<file path="src/rtl/store_pkg.sv">
// store_pkg: size encodings, FSM states, FIFO entry layout and lane-merge helper
package store_pkg;
  localparam logic [1:0] SZ_BYTE = 2'b00;
  localparam logic [1:0] SZ_HALF = 2'b01;
  localparam logic [1:0] SZ_WORD = 2'b10;
  typedef enum logic [1:0] {IDLE, READ, WRITE} state_t;
  typedef struct packed {
    logic [29:0] waddr;
    logic [1:0]  lane;
    logic [1:0]  size;
    logic [31:0] data;
  } entry_t;
  function automatic logic [31:0] merge(input logic [31:0] old, input entry_t e);
    logic [31:0] mask;
    mask = (e.size == SZ_BYTE ? 32'h0000_00ff : e.size == SZ_HALF ? 32'h0000_ffff : 32'hffff_ffff) << {e.lane, 3'b000};
    return (old & ~mask) | ((e.data << {e.lane, 3'b000}) & mask);
  endfunction
endpackage

</file>
<file path="src/rtl/store_fifo.sv">
// store_fifo: synchronous request FIFO with full/empty flags
module store_fifo import store_pkg::*; #(
  parameter int DEPTH = 2
) (
  input  logic   clk_i,
  input  logic   rst_i,
  input  logic   push,
  input  logic   pop,
  input  entry_t din,
  output entry_t dout,
  output logic   full,
  output logic   empty
);
  localparam int AW = $clog2(DEPTH);
  entry_t mem [DEPTH];
  logic [AW:0] wr_ptr, rd_ptr;
  assign empty = wr_ptr == rd_ptr;
  assign full = (wr_ptr[AW] != rd_ptr[AW]) && (wr_ptr[AW-1:0] == rd_ptr[AW-1:0]);
  assign dout = mem[rd_ptr[AW-1:0]];
  always_ff @(posedge clk_i or negedge rst_i)
    if (!rst_i) begin
      wr_ptr <= '0;
      rd_ptr <= '0;
    end else begin
      if (push && !full) wr_ptr <= wr_ptr + 1'b1;
      if (pop && !empty) rd_ptr <= rd_ptr + 1'b1;
    end
  always_ff @(posedge clk_i)
    if (push && !full) mem[wr_ptr[AW-1:0]] <= din;
endmodule

</file>
<file path="src/rtl/store_merge_unit.sv">
// store_merge_unit: narrows store data into byte lanes, read-modify-write for sub-word stores
module store_merge_unit import store_pkg::*; #(
  parameter int DEPTH = 2
) (
  input  logic        clk_i,
  input  logic        rst_i,
  input  logic        req_valid_i,
  output logic        req_ready_o,
  input  logic [31:0] req_addr_i,
  input  logic [31:0] req_data_i,
  input  logic [1:0]  req_size_i,
  output logic        mem_rd_o,
  output logic        mem_wr_o,
  output logic [31:0] mem_addr_o,
  output logic [31:0] mem_wdata_o,
  input  logic [31:0] mem_rdata_i,
  input  logic        mem_ack_i,
  output logic        misalign_o,
  output logic        busy_o
);
  state_t state, next;
  entry_t head, din;
  logic full, empty, accept, legal, push, pop;
  logic [31:0] wbuf;
  assign accept = req_valid_i && req_ready_o;
  assign legal = req_size_i == SZ_WORD ? req_addr_i[1:0] == 2'b00 :
                 req_size_i == SZ_HALF ? !req_addr_i[0] : req_size_i == SZ_BYTE;
  assign push = accept && legal;
  assign pop = state == WRITE && mem_ack_i;
  assign din = '{waddr: req_addr_i[31:2], lane: req_addr_i[1:0], size: req_size_i,
                 data: req_size_i == SZ_BYTE ? {24'h0, req_data_i[7:0]} :
                       req_size_i == SZ_HALF ? {16'h0, req_data_i[15:0]} : req_data_i};
  assign req_ready_o = !full;
  assign busy_o = !empty || state != IDLE;
  assign mem_rd_o = state == READ;
  assign mem_wr_o = state == WRITE;
  // strobes, address and data derive from state so an async reset drops them at once
  assign mem_addr_o = state == IDLE ? '0 : {head.waddr, 2'b00};
  assign mem_wdata_o = mem_wr_o ? wbuf : '0;
  store_fifo #(.DEPTH(DEPTH)) u_fifo (
    .clk_i(clk_i),
    .rst_i(rst_i),
    .push(push),
    .pop(pop),
    .din(din),
    .dout(head),
    .full(full),
    .empty(empty)
  );
  always_ff @(posedge clk_i or negedge rst_i)
    if (!rst_i) state <= IDLE;
    else state <= next;
  always_comb begin
    next = state;
    next = state == IDLE ? (empty ? IDLE : head.size == SZ_WORD ? WRITE : READ) :
           state == READ ? (mem_ack_i ? WRITE : READ) : (mem_ack_i ? IDLE : WRITE);
  end
  always_ff @(posedge clk_i or negedge rst_i)
    if (!rst_i) begin
      wbuf <= '0;
      misalign_o <= 1'b0;
    end else begin
      misalign_o <= accept && !legal;
      if (state == IDLE && !empty && head.size == SZ_WORD) wbuf <= head.data;
      else if (state == READ && mem_ack_i) wbuf <= merge(mem_rdata_i, head);
    end
endmodule
</file>
<file path="config.mk">
export PLATFORM = sky130hd
export DESIGN_NAME = store_merge_unit
export DESIGN_NICKNAME = d
export VERILOG_FILES = /design/src/rtl/store_pkg.sv /design/src/rtl/store_fifo.sv /design/src/rtl/store_merge_unit.sv
export SDC_FILE = /design/constraint.sdc
export NUM_CORES = 1
export LEC_CHECK = 0
export BUFFER_PORTS_ARGS = -buffer_cell sky130_fd_sc_hd__buf_2
export CAP_MARGIN = 20
export CORE_ASPECT_RATIO = 0.5
export CORE_UTILIZATION = 59
export DETAILED_ROUTE_END_ITERATION = 10
export PLACE_DENSITY = 0.85
export SLEW_MARGIN = 20
export SYNTH_ARGS = -nofsm -noshare
export SYNTH_HDL_FRONTEND = slang
export SYNTH_HIERARCHICAL = 1
export SYNTH_SLANG_ARGS = --single-unit
</file>
<file path="constraint.sdc">
create_clock -name clk_i -period 13.3 [get_ports clk_i]
set_clock_uncertainty 0.1 [all_clocks]
set_input_delay 3.325 -clock clk_i [delete_from_list [all_inputs] [get_ports clk_i]]
set_output_delay 3.325 -clock clk_i [all_outputs]
set_load 0.05 [all_outputs]
</file>
==> results by group, run 1 <==
Logic synthesis
  – Yosys warns: 6
  – Flops & latches, synth: 171
  – Synthesized area per cell: 14.0 sq um
  – Post-synthesis instance total: 588
  – Distinct cells, synth: 49
  – Synthesized cell area: 8230 sq um
  – Seq/Total Area, Yosys: 0.600

Timing
  – RSZ-0062 raised after global routing: false
  – Final setup TNS: 0 ps
  – Max Clock Freq: 169 MHz
  – Hold Violations, Final: 0
  – # setup viols final: 0
  – Crit share post-route: 0.444
  – Worst-Margin Slew: 1060 ps
  – Slew Limit Fails: 0
  – Max-slew headroom: 0.292
  – Tmin final: 5910 ps

Place
  – Placed inst area: 9160 sq um
  – Hpwl dp: 11700 um
  – Port Buffers: 168
  – Gp weighted congestion: 0.875

Layout
  – Design area: 9750 sq um
  – FILL cells: 930
  – Fraction of layout instances using a drive strength above 1: 0.382
  – P&R area growth vs syn: 18.5%
  – ANT cells: 0
  – Fin nets: 850
  – Final Util: 0.718

CTS
  – CTS buffer count: 17
  – Clk_lat worst skew: 420 ps
  – Hold buffer count at CTS: 0
  – Clock Path Buffers: 2
  – Clock Sinks: 171
  – Post-CTS Resized: 0
  – H-tree levels: 4
  – CTS clk-pin slew, worst paths: 70 ps
  – CTS tree: yes
  – CTS root buf: clkbuf_16
  – Post-CTS Setup Bufs: 0

Worst setup path
  – Crit path max fanout: 39
  – Reg2reg end: u_fifo/mem[1][22]
  – Worst EP required: 13260 ps
  – Setup crit start: req_size_i[1]
  – CP startpoint kind: input pin
  – Critical Path AT: 5860 ps
  – WS Path Type: in -> reg
  – Crit. End Element: flop
  – Worst setup endpoint: u_fifo/mem[1][22]
  – FF-to-FF path depth: 6
  – R2r setup slk: 9190 ps
  – RR Startpoint: u_fifo/rd_ptr[0]

Global routing
  – Largest net degree at the start of global routing: 74
  – First-pass GRT wire length: 27900 um
  – Gr ovfl total: 0
  – GRT Util Overall: 0.256
  – Initial antenna violation count: 0
  – Vias in the first global route: 5527

Detailed routing
  – WL final: 17700 um
  – Avg Vias per Cell: 5.61
  – Vias: 5337
  – TritonRoute pass-1 iters: 7
  – DRT antenna net count: 0
  – Residual DRC count: 0
  – DR WL/cell: 18.6 um
  – DRT iter0 DRCs: 417

Pwr
  – Worst vdd ir: 143 uV
  – Leak: 3.98 nW
  – Pwr Density: 243 nW/um^2

Flow run
  – MaxCap Viol Count: 0

Die
  – Count of boundary I/O pins: 171
  – Core Footprint: 13600 sq um
  – Area of the die: 14400 sq um
  – Initial Utilization: 0.605
  – Row count: 30
  – Die Ht: 85.5 um
  – Die Width: 169 um

Worst hold path
  – Hold Crit Depth: 1
  – Hold WC Path Type: reg -> reg

Run status
  – Outcome: completed
cell families after synthesis:
family | Yosys count | share of synthesized area
fa+ha+maj | 2 | 0.00304
mux | 116 | 0.171
compound gates | 64 | 0.0552
other cells | 1 | 0.000456
buf+inv | 47 | 0.0322
xor+xnor | 3 | 0.00411
simple gates | 184 | 0.134
flops | 171 | 0.600
worst max-delay path, cell delays in order:
cell and delay [ps]:
buf_2 190, a21oi_1 150, nor2_1 60, nor3b_1 450, nand2_1 260, a21oi_4 790
buf_4 590
placed cells by master, fill, tap and decap left out, types with 5 or more instances in the layout:
| master | Yosys | final |
|---|---|---|
| nor2_1 | 16 | 16 |
| mux2_4 | 8 | 8 |
| o21bai_1 | 16 | 16 |
| nand2b_1 | 16 | 16 |
| nor3b_1 | 9 | 9 |
| edfxtp_1 | 132 | 132 |
| nand3b_1 | 8 | 8 |
| and2_1 | 79 | 79 |
| buf_2 | 5 | 168 |
| inv_6 | 0 | 5 |
| o21ai_0 | 9 | 9 |
| nand2_1 | 17 | 17 |
| mux2i_1 | 17 | 17 |
| mux2_2 | 56 | 56 |
| mux2_1 | 27 | 27 |
| nor2b_1 | 26 | 25 |
| clkbuf_16 | 0 | 17 |
| inv_1 | 11 | 11 |
| o2111ai_1 | 16 | 16 |
| mux4_2 | 8 | 8 |
| dfrtp_1 | 39 | 38 |
| buf_4 | 3 | 6 |
| a31oi_1 | 9 | 9 |
registers in the layout, indices dropped and copies added, names as in the netlist:
register       cells
misalign_o         1
state              2
u_fifo/mem       132
u_fifo/rd_ptr      2
u_fifo/wr_ptr      2
wbuf              32
worst min-delay path by stage:
stage | slack [ps] | to | startpoint
floorplan | 370 | wbuf[0] | wbuf[0]
global placement | 380 | wbuf[7] | wbuf[7]
detailed placement | 390 | wbuf[5] | wbuf[5]
CTS | 400 | wbuf[5] | wbuf[5]
global route | 420 | wbuf[5] | wbuf[5]
finish | 400 | wbuf[5] | wbuf[5]
cell type report:
class / instances / area [sq um] / area share
multi-input combinational: 371 / 3050 / 0.313
sequential: 171 / 4940 / 0.507
timing repair buffer: 174 / 886 / 0.0908
inverter: 11 / 41.3 / 0.00423
tap: 192 / 240 / 0.0246
clock buffer: 18 / 429 / 0.0440
clock inverter: 14 / 161 / 0.0166
synthesized netlist by cell type, drive strengths merged:
library cell | n | area share
or3 | 1 | 0.00076
o21bai | 16 | 0.015
mux2 | 91 | 0.13
nor3 | 2 | 0.0012
nand2 | 17 | 0.0078
a211oi | 1 | 0.00091
o221ai | 1 | 0.0011
inv | 11 | 0.0050
nor3b | 10 | 0.0097
a31oi | 9 | 0.0068
mux4 | 8 | 0.022
clkbuf | 17 | 0.0078
nand3b | 8 | 0.0073
edfxtp | 132 | 0.48
nor2 | 19 | 0.0096
o21ai | 12 | 0.0073
a21oi | 5 | 0.0035
or2b | 1 | 0.00091
a21boi | 1 | 0.00091
or2 | 2 | 0.0015
ha | 2 | 0.0030
conb | 1 | 0.00046
and2 | 80 | 0.061
nand2b | 16 | 0.012
xor2 | 2 | 0.0030
nor2b | 26 | 0.020
buf | 19 | 0.019
o2111ai | 16 | 0.017
or3b | 1 | 0.0014
o21a | 1 | 0.00091
mux2i | 17 | 0.021
and3 | 1 | 0.00076
o22a | 1 | 0.0012
xnor2 | 1 | 0.0011
o211ai | 1 | 0.00091
dfrtp | 39 | 0.12
power by group:
group	leakage, nW	switching [W]	internal (W)
Clock	0.290	0.000218	0.000282
Combinational	2.01	0.000679	0.000380
Sequential	1.67	0.0000959	0.000711
Total	3.98	0.000993	0.00137
routing by layer:
metal,routed length (um),global-route usage
met3,1140,0.0521
met2,8850,0.441
met5,0,0
met4,310,0.0999
met1,7420,0.324
metrics by stage:
| stage | hold slack (ps) | total power [W] | cells | worst slack [ps] |
|---|---|---|---|---|
| 6_report | 399 | 0.00237 | 951 | 7390 |
| 5_1_grt | 418 | 0.00247 | 951 | 7130 |
| 4_1_cts | 404 | 0.00237 | 951 | 7340 |
| 3_5_place_dp | 388 | 0.00186 | 919 | 6940 |
| 3_3_place_gp | 379 | 0.00184 | 919 | 7010 |
| 2_1_floorplan | 371 | 0.00166 | 589 | 5410 |
No activity file was read; power rests on OpenSTA's default activity.
==> run 2, diff against run 1 <==
ABC_AREA = 1   (was default)
CORE_UTILIZATION = 50   (was 59)
PLACE_DENSITY = 0.76   (was 0.85)
clock period = 5.1 ns   (was 13.3 ns; I/O delays follow)
==> run 2 against run 1 <==
Utilization shrank 11 points. Critical path depth is the same. First-iteration DRC count is 39% higher. Largest cell class unchanged.
==> results by group, run 2 <==
Worst setup path
  – Worst EP required: 3720 ps
  – Critical Path AT: 2180 ps
  – Crit. End Element: output port
  – Crit path max fanout: 69
  – WS Path Type: reg -> out
  – CP startpoint kind: flop

Pwr
  – Tot Pwr: 0.00644 W
  – Sequential power share: 0.305
  – Switching power: 0.00317 W
  – Leak: 5.32 nW
  – Combinational Power Share: 0.495
  – Sw frac: 0.492
  – Internal power: 0.00327 W
  – Pwr Density: 634 nW/um^2
  – Clock power frac: 0.199
  – Worst vdd ir: 397 uV

Global routing
  – Largest net degree at the start of global routing: 70
  – Initial antenna violation count: 3
  – GRT Util Overall: 0.241
  – Vias in the first global route: 6620
  – First-pass GRT wire length: 33100 um
  – Gr ovfl total: 0

CTS
  – CTS tree: yes
  – H-tree levels: 4
  – Clk_lat worst skew: 420 ps
  – CTS clk-pin slew, worst paths: 70 ps
  – Post-CTS Resized: 0
  – Clock Path Buffers: 2
  – CTS buffer count: 17
  – Hold buffer count at CTS: 0
  – Post-CTS Setup Bufs: 0
  – CTS root buf: clkbuf_16
  – Clock Sinks: 171

Die
  – Row count: 33
  – Die Ht: 94.9 um
  – Area of the die: 17800 sq um
  – Core Footprint: 16600 sq um
  – Die Width: 188 um
  – Count of boundary I/O pins: 171
  – Initial Utilization: 0.519

Logic synthesis
  – XOR/XNOR Fraction of Synth Area: 0.00102
  – Synth Area in Adders: 0.00290
  – Synth area leaders: edfxtp_1 46%, nand2_1 21%, dfrtp_1 11%
  – Compound-gate portion of the synthesized area: 0.00972
  – Flops & latches, synth: 171
  – Seq/Total Area, Yosys: 0.573
  – Yosys top cell area share: 0.460
  – Yosys warns: 6
  – Dominant cell by count in the synthesized netlist: nand2_1
  – Synthesized cell area: 8620 sq um
  – Mux share of post-synthesis cell area: 0
  – Synthesized area per cell: 8.07 sq um
  – Main combinational cell family by area after synthesis: simple AND/OR/NAND/NOR gates
  – Post-synthesis instance total: 1069
  – Synth cell count leaders: 473 x nand2_1, 164 x inv_1, 132 x edfxtp_1, 95 x nand3_1, 78 x nor2_1
  – Simple-gate area share of the yosys netlist: 0.308
  – Distinct cells, synth: 23
  – EDFF count, synth: 132
  – Ys async rst share: 0.228
  – Prevailing post-synth register cell: edfxtp_1
  – Area leader, netlist: edfxtp_1

Run status
  – Outcome: completed

Timing
  – Crit share post-route: 0.698
  – RSZ-0062 raised after global routing: false
  – Max Clock Freq: 281 MHz
  – Hold Violations, Final: 0
  – Max-slew headroom: 0.347
  – # setup viols final: 0
  – WHS: 382 ps
  – Slew Limit Fails: 0
  – Final setup TNS: 0 ps
  – Tmin final: 3560 ps
  – Worst-Margin Slew: 980 ps

Layout
  – P&R area growth vs syn: 17.8%
  – Most common cell after layout, fill and taps aside: nand2_1
  – Max reg flops: 132
  – Multi-input logic area: 2780 sq um
  – Reg area: 4940 sq um
  – FILL cells: 1482
  – Fin nets: 1318
  – Commonest cells after routing, fill and taps aside: 473 x nand2_1, 168 x buf_2, 162 x inv_1
  – Fraction of layout instances using a drive strength above 1: 0.179
  – Final Util: 0.612

Worst hold path
  – Hold WC Path Type: reg -> reg

Place
  – Gp weighted congestion: 0.869
  – Hpwl dp: 13900 um
  – Port Buffers: 168

Detailed routing
  – DRT antenna net count: 0
  – DR WL/cell: 14.1 um
  – Vias: 7068
  – DRT iter0 DRCs: 578
  – TritonRoute pass-1 iters: 6
  – Avg Vias per Cell: 4.86
  – WL final: 20600 um
  – Residual DRC count: 0

Flow run
  – MaxCap Viol Count: 0
[run 2: final cells by class]
type                       instances  share of cell area
sequential                       171               0.486
multi-input combinational        683               0.274
timing repair buffer             174              0.0904
inverter                         167              0.0619
clock buffer                      18              0.0422
tap                              227              0.0280
clock inverter                    14              0.0170
antenna                            1            0.000246
[run 2: routing by layer]
layer  GRT usage  up-vias  part of all wire
li1            -     3573                 -
met1       0.328     3231              0.46
met2       0.391      242              0.46
met3      0.0554       20             0.072
met4      0.0637        2             0.011
met5           0        -           0.00063
[run 2: through the flow]
| stage | cells | worst slack (ps) | cell area [sq um] |
|---|---|---|---|
| after floorplan | 1070 | 1060 | 8630 |
| after global placement | 1421 | 1340 | 9540 |
| after detailed placement | 1422 | 1260 | 9560 |
| after CTS | 1454 | 1520 | 10200 |
| after global routing | 1455 | 1310 | 10200 |
| final | 1455 | 1540 | 10200 |
[run 2: path summary, 6_finish.rpt]
check | start | end | slack (ps) | cells past startpoint
max | u_fifo/rd_ptr[0] | busy_o | 1540 | 7
min | wbuf[0] | wbuf[0] | 380 | 2
max reg2reg | u_fifo/rd_ptr[0] | wbuf[15] | 1570 | 8
min reg2reg | wbuf[0] | wbuf[0] | 380 | 2
max in group asynchronous | rst_i | u_fifo/rd_ptr[0] | 3320 | 1
min in group asynchronous | rst_i | wbuf[21] | 920 | 1
[run 2: logic make-up (layout without fill, tap and decap cells)]
group / Yosys count / in the layout
simple gates: 662 / 662
buf+inv: 216 / 373
flops: 171 / 171
compound gates: 16 / 16
fa+ha+maj: 2 / 2
other cells: 1 / 3
xor+xnor: 1 / 1
[run 2: critical path, stage by stage, from the launching register on]
cell and delay (ps):
dfrtp_2 390, buf_4 610, nand2_1 140, nand2_2 130, nand2_2 70, inv_1 80
nand2_1 70, buf_2 260
[run 2: power by group through the flow]
| stage | clock (W) | sequential, W | combinational [W] |
|---|---|---|---|
| 6_report | 0.00128 | 0.00197 | 0.00319 |
| 5_1_grt | 0.00137 | 0.00200 | 0.00356 |
| 4_1_cts | 0.00131 | 0.00197 | 0.00319 |
| 3_5_place_dp | 0 | 0.00200 | 0.00317 |
| 3_3_place_gp | 0 | 0.00198 | 0.00312 |
| 2_1_floorplan | 0 | 0.00197 | 0.00249 |
==> run 3, diff against run 2 <==
CORE_UTILIZATION = 56   (was 50)
PLACE_DENSITY = 0.81   (was 0.76)
clock period = 3.4 ns   (was 5.1 ns; I/O delays follow)
==> run 3 against run 2 <==
Routed wire length is 2.0% higher. Clock power rose by 52%. Worst hold slack worse by 63 ps. Sequential power rose by 50%. Largest power group unchanged.
==> results by group, run 3 (synthesis gave the netlist of run 2 again) <==
Pwr
  – Tot Pwr: 0.00978 W
  – Leak: 5.36 nW
  – Worst vdd ir: 580 uV
  – Pwr Density: 955 nW/um^2

Global routing
  – GRT Util Overall: 0.274
  – Gr ovfl total: 0
  – Largest net degree at the start of global routing: 70
  – Vias in the first global route: 6876
  – Initial antenna violation count: 3
  – First-pass GRT wire length: 34000 um

CTS
  – CTS tree: yes
  – Clock Path Buffers: 2
  – CTS clk-pin slew, worst paths: 70 ps
  – Post-CTS Resized: 0
  – CTS root buf: clkbuf_16
  – H-tree levels: 4
  – CTS buffer count: 17
  – Clk_lat worst skew: 410 ps
  – Hold buffer count at CTS: 0
  – Clock Sinks: 171
  – Post-CTS Setup Bufs: 0

Timing
  – Tmin final: 2980 ps
  – Final setup TNS: 0 ps
  – # setup viols final: 0
  – Worst-Margin Slew: 1030 ps
  – Final WS setup: 418 ps
  – Max-slew headroom: 0.311
  – RSZ-0062 raised after global routing: false
  – Max Clock Freq: 335 MHz
  – Slew Limit Fails: 0
  – Crit share post-route: 0.877
  – Hold Violations, Final: 0

Run status
  – Outcome: completed

Detailed routing
  – Residual DRC count: 0
  – TritonRoute pass-1 iters: 6
  – DRT antenna net count: 0
  – DR WL/cell: 14.6 um
  – Vias: 7259
  – WL final: 21000 um
  – Avg Vias per Cell: 5.06
  – DRT iter0 DRCs: 638

Worst setup path
  – WS Path Type: reg -> out
  – Worst EP required: 2450 ps
  – Setup crit start: u_fifo/rd_ptr[0]
  – Crit path max fanout: 33
  – Critical Path AT: 2030 ps
  – RR Startpoint: u_fifo/rd_ptr[0]
  – R2r setup slk: 780 ps
  – CP bufs+invs: 4
  – CP delay by family, top: buffers and inverters
  – FF-to-FF path depth: 9
  – Crit. End Element: output port
  – CP startpoint kind: flop
  – Critical-path cell list: inv_4 > buf_4 > nand2_1 > nand2_1 > inv_1 > nor2_1 > buf_2
  – Peak per-stage delay on the critical path: 440 ps
  – Most frequent CP cell: nand2_1
  – Crit-path slowest cell: dfrtp_2
  – Reg2reg end: wbuf[9]

Layout
  – Max reg flops: 132
  – Final cell count without fillers: 1435
  – Fin nets: 1327
  – Commonest cells after routing, fill and taps aside: 473 x nand2_1, 167 x buf_2, 162 x inv_1
  – Design area: 10200 sq um
  – Fraction of layout instances using a drive strength above 1: 0.186
  – Most common cell after layout, fill and taps aside: nand2_1
  – P&R area growth vs syn: 18.7%

Die
  – Initial Utilization: 0.585
  – Die Ht: 89.7 um
  – Die Width: 177 um
  – Row count: 31
  – Count of boundary I/O pins: 171
  – Area of the die: 15900 sq um
  – Core Footprint: 14700 sq um

Place
  – Post-Place Cells: 1402
  – Placed inst area: 9630 sq um
  – Hpwl dp: 14300 um
  – Pre-CTS setup slack: 503 ps
  – Gp weighted congestion: 0.909
  – Port Buffers: 168

Worst hold path
  – Hold WC Path Type: in -> async

Flow run
  – MaxCap Viol Count: 0
==> run 3: cell count changes in the layout (fill, tap and decap cells not counted), moves of 2 or more <==
cell and change:
buf_12 +3, buf_4 +8, clkinv_4 +2, clkinv_8 -3, clkinvlp_4 +3, inv_2 -2
inv_6 -2
==> run 3: metrics by stage <==
| step | hold slack (ps) | utilization |
|---|---|---|
| after floorplan | 349 | - |
| after global placement | 366 | 0.653 |
| after detailed placement | 366 | 0.653 |
| after CTS | 385 | 0.694 |
| after global routing | 368 | 0.694 |
| final | 319 | 0.694 |
==> run 3: how the worst max path moves through the flow <==
| stage | slack (ps) | to | cells after the start |
|---|---|---|---|
| 4_1_cts | 410 | mem_addr_o[26] | 7 |
| 6_report | 420 | mem_addr_o[26] | 7 |
| 3_5_place_dp | 500 | u_fifo/mem[0][26] | 7 |
| 5_1_grt | 290 | mem_addr_o[26] | 7 |
| 2_1_floorplan | 260 | u_fifo/mem[1][0] | 8 |
| 3_3_place_gp | 570 | u_fifo/mem[0][27] | 7 |
==> run 3: final cells by class <==
type,count,area (sq um)
Antenna cell,1,2.50
Multi-Input combinational cell,683,2780
Clock inverter,15,178
Inverter,167,637
Fill cell,1152,4510
Tap cell,198,248
Clock buffer,17,425
Sequential cell,171,4940
Timing Repair Buffer,183,1020
==> run 3: worst reg2reg max path: stages (launching register included) <==
cell	delay, ps
dfrtp_2	440
buf_12	230
nand2_1	100
nand2_1	110
inv_2	510
nand2_1	420
nand2_1	340
nand2_1	110
nand3_1	100
nand2_1	60
==> run 3: metal layers <==
metal,global-route usage,vias to the layer above,routed length [um]
met3,0.0563,20,1760
met5,0,-,10
met1,0.382,3335,9210
met2,0.438,308,9800
li1,-,3594,-
met4,0.0734,2,176
==> run 3: report_power, final <==
| part | internal, W | leakage, nW | total [W] | switching (W) |
|---|---|---|---|---|
| Combinational | 0.00121 | 3.38 | 0.00487 | 0.00366 |
| Clock | 0.00105 | 0.292 | 0.00195 | 0.000903 |
| Sequential | 0.00276 | 1.69 | 0.00295 | 0.000196 |
| Total | 0.00502 | 5.36 | 0.00978 | 0.00475 |
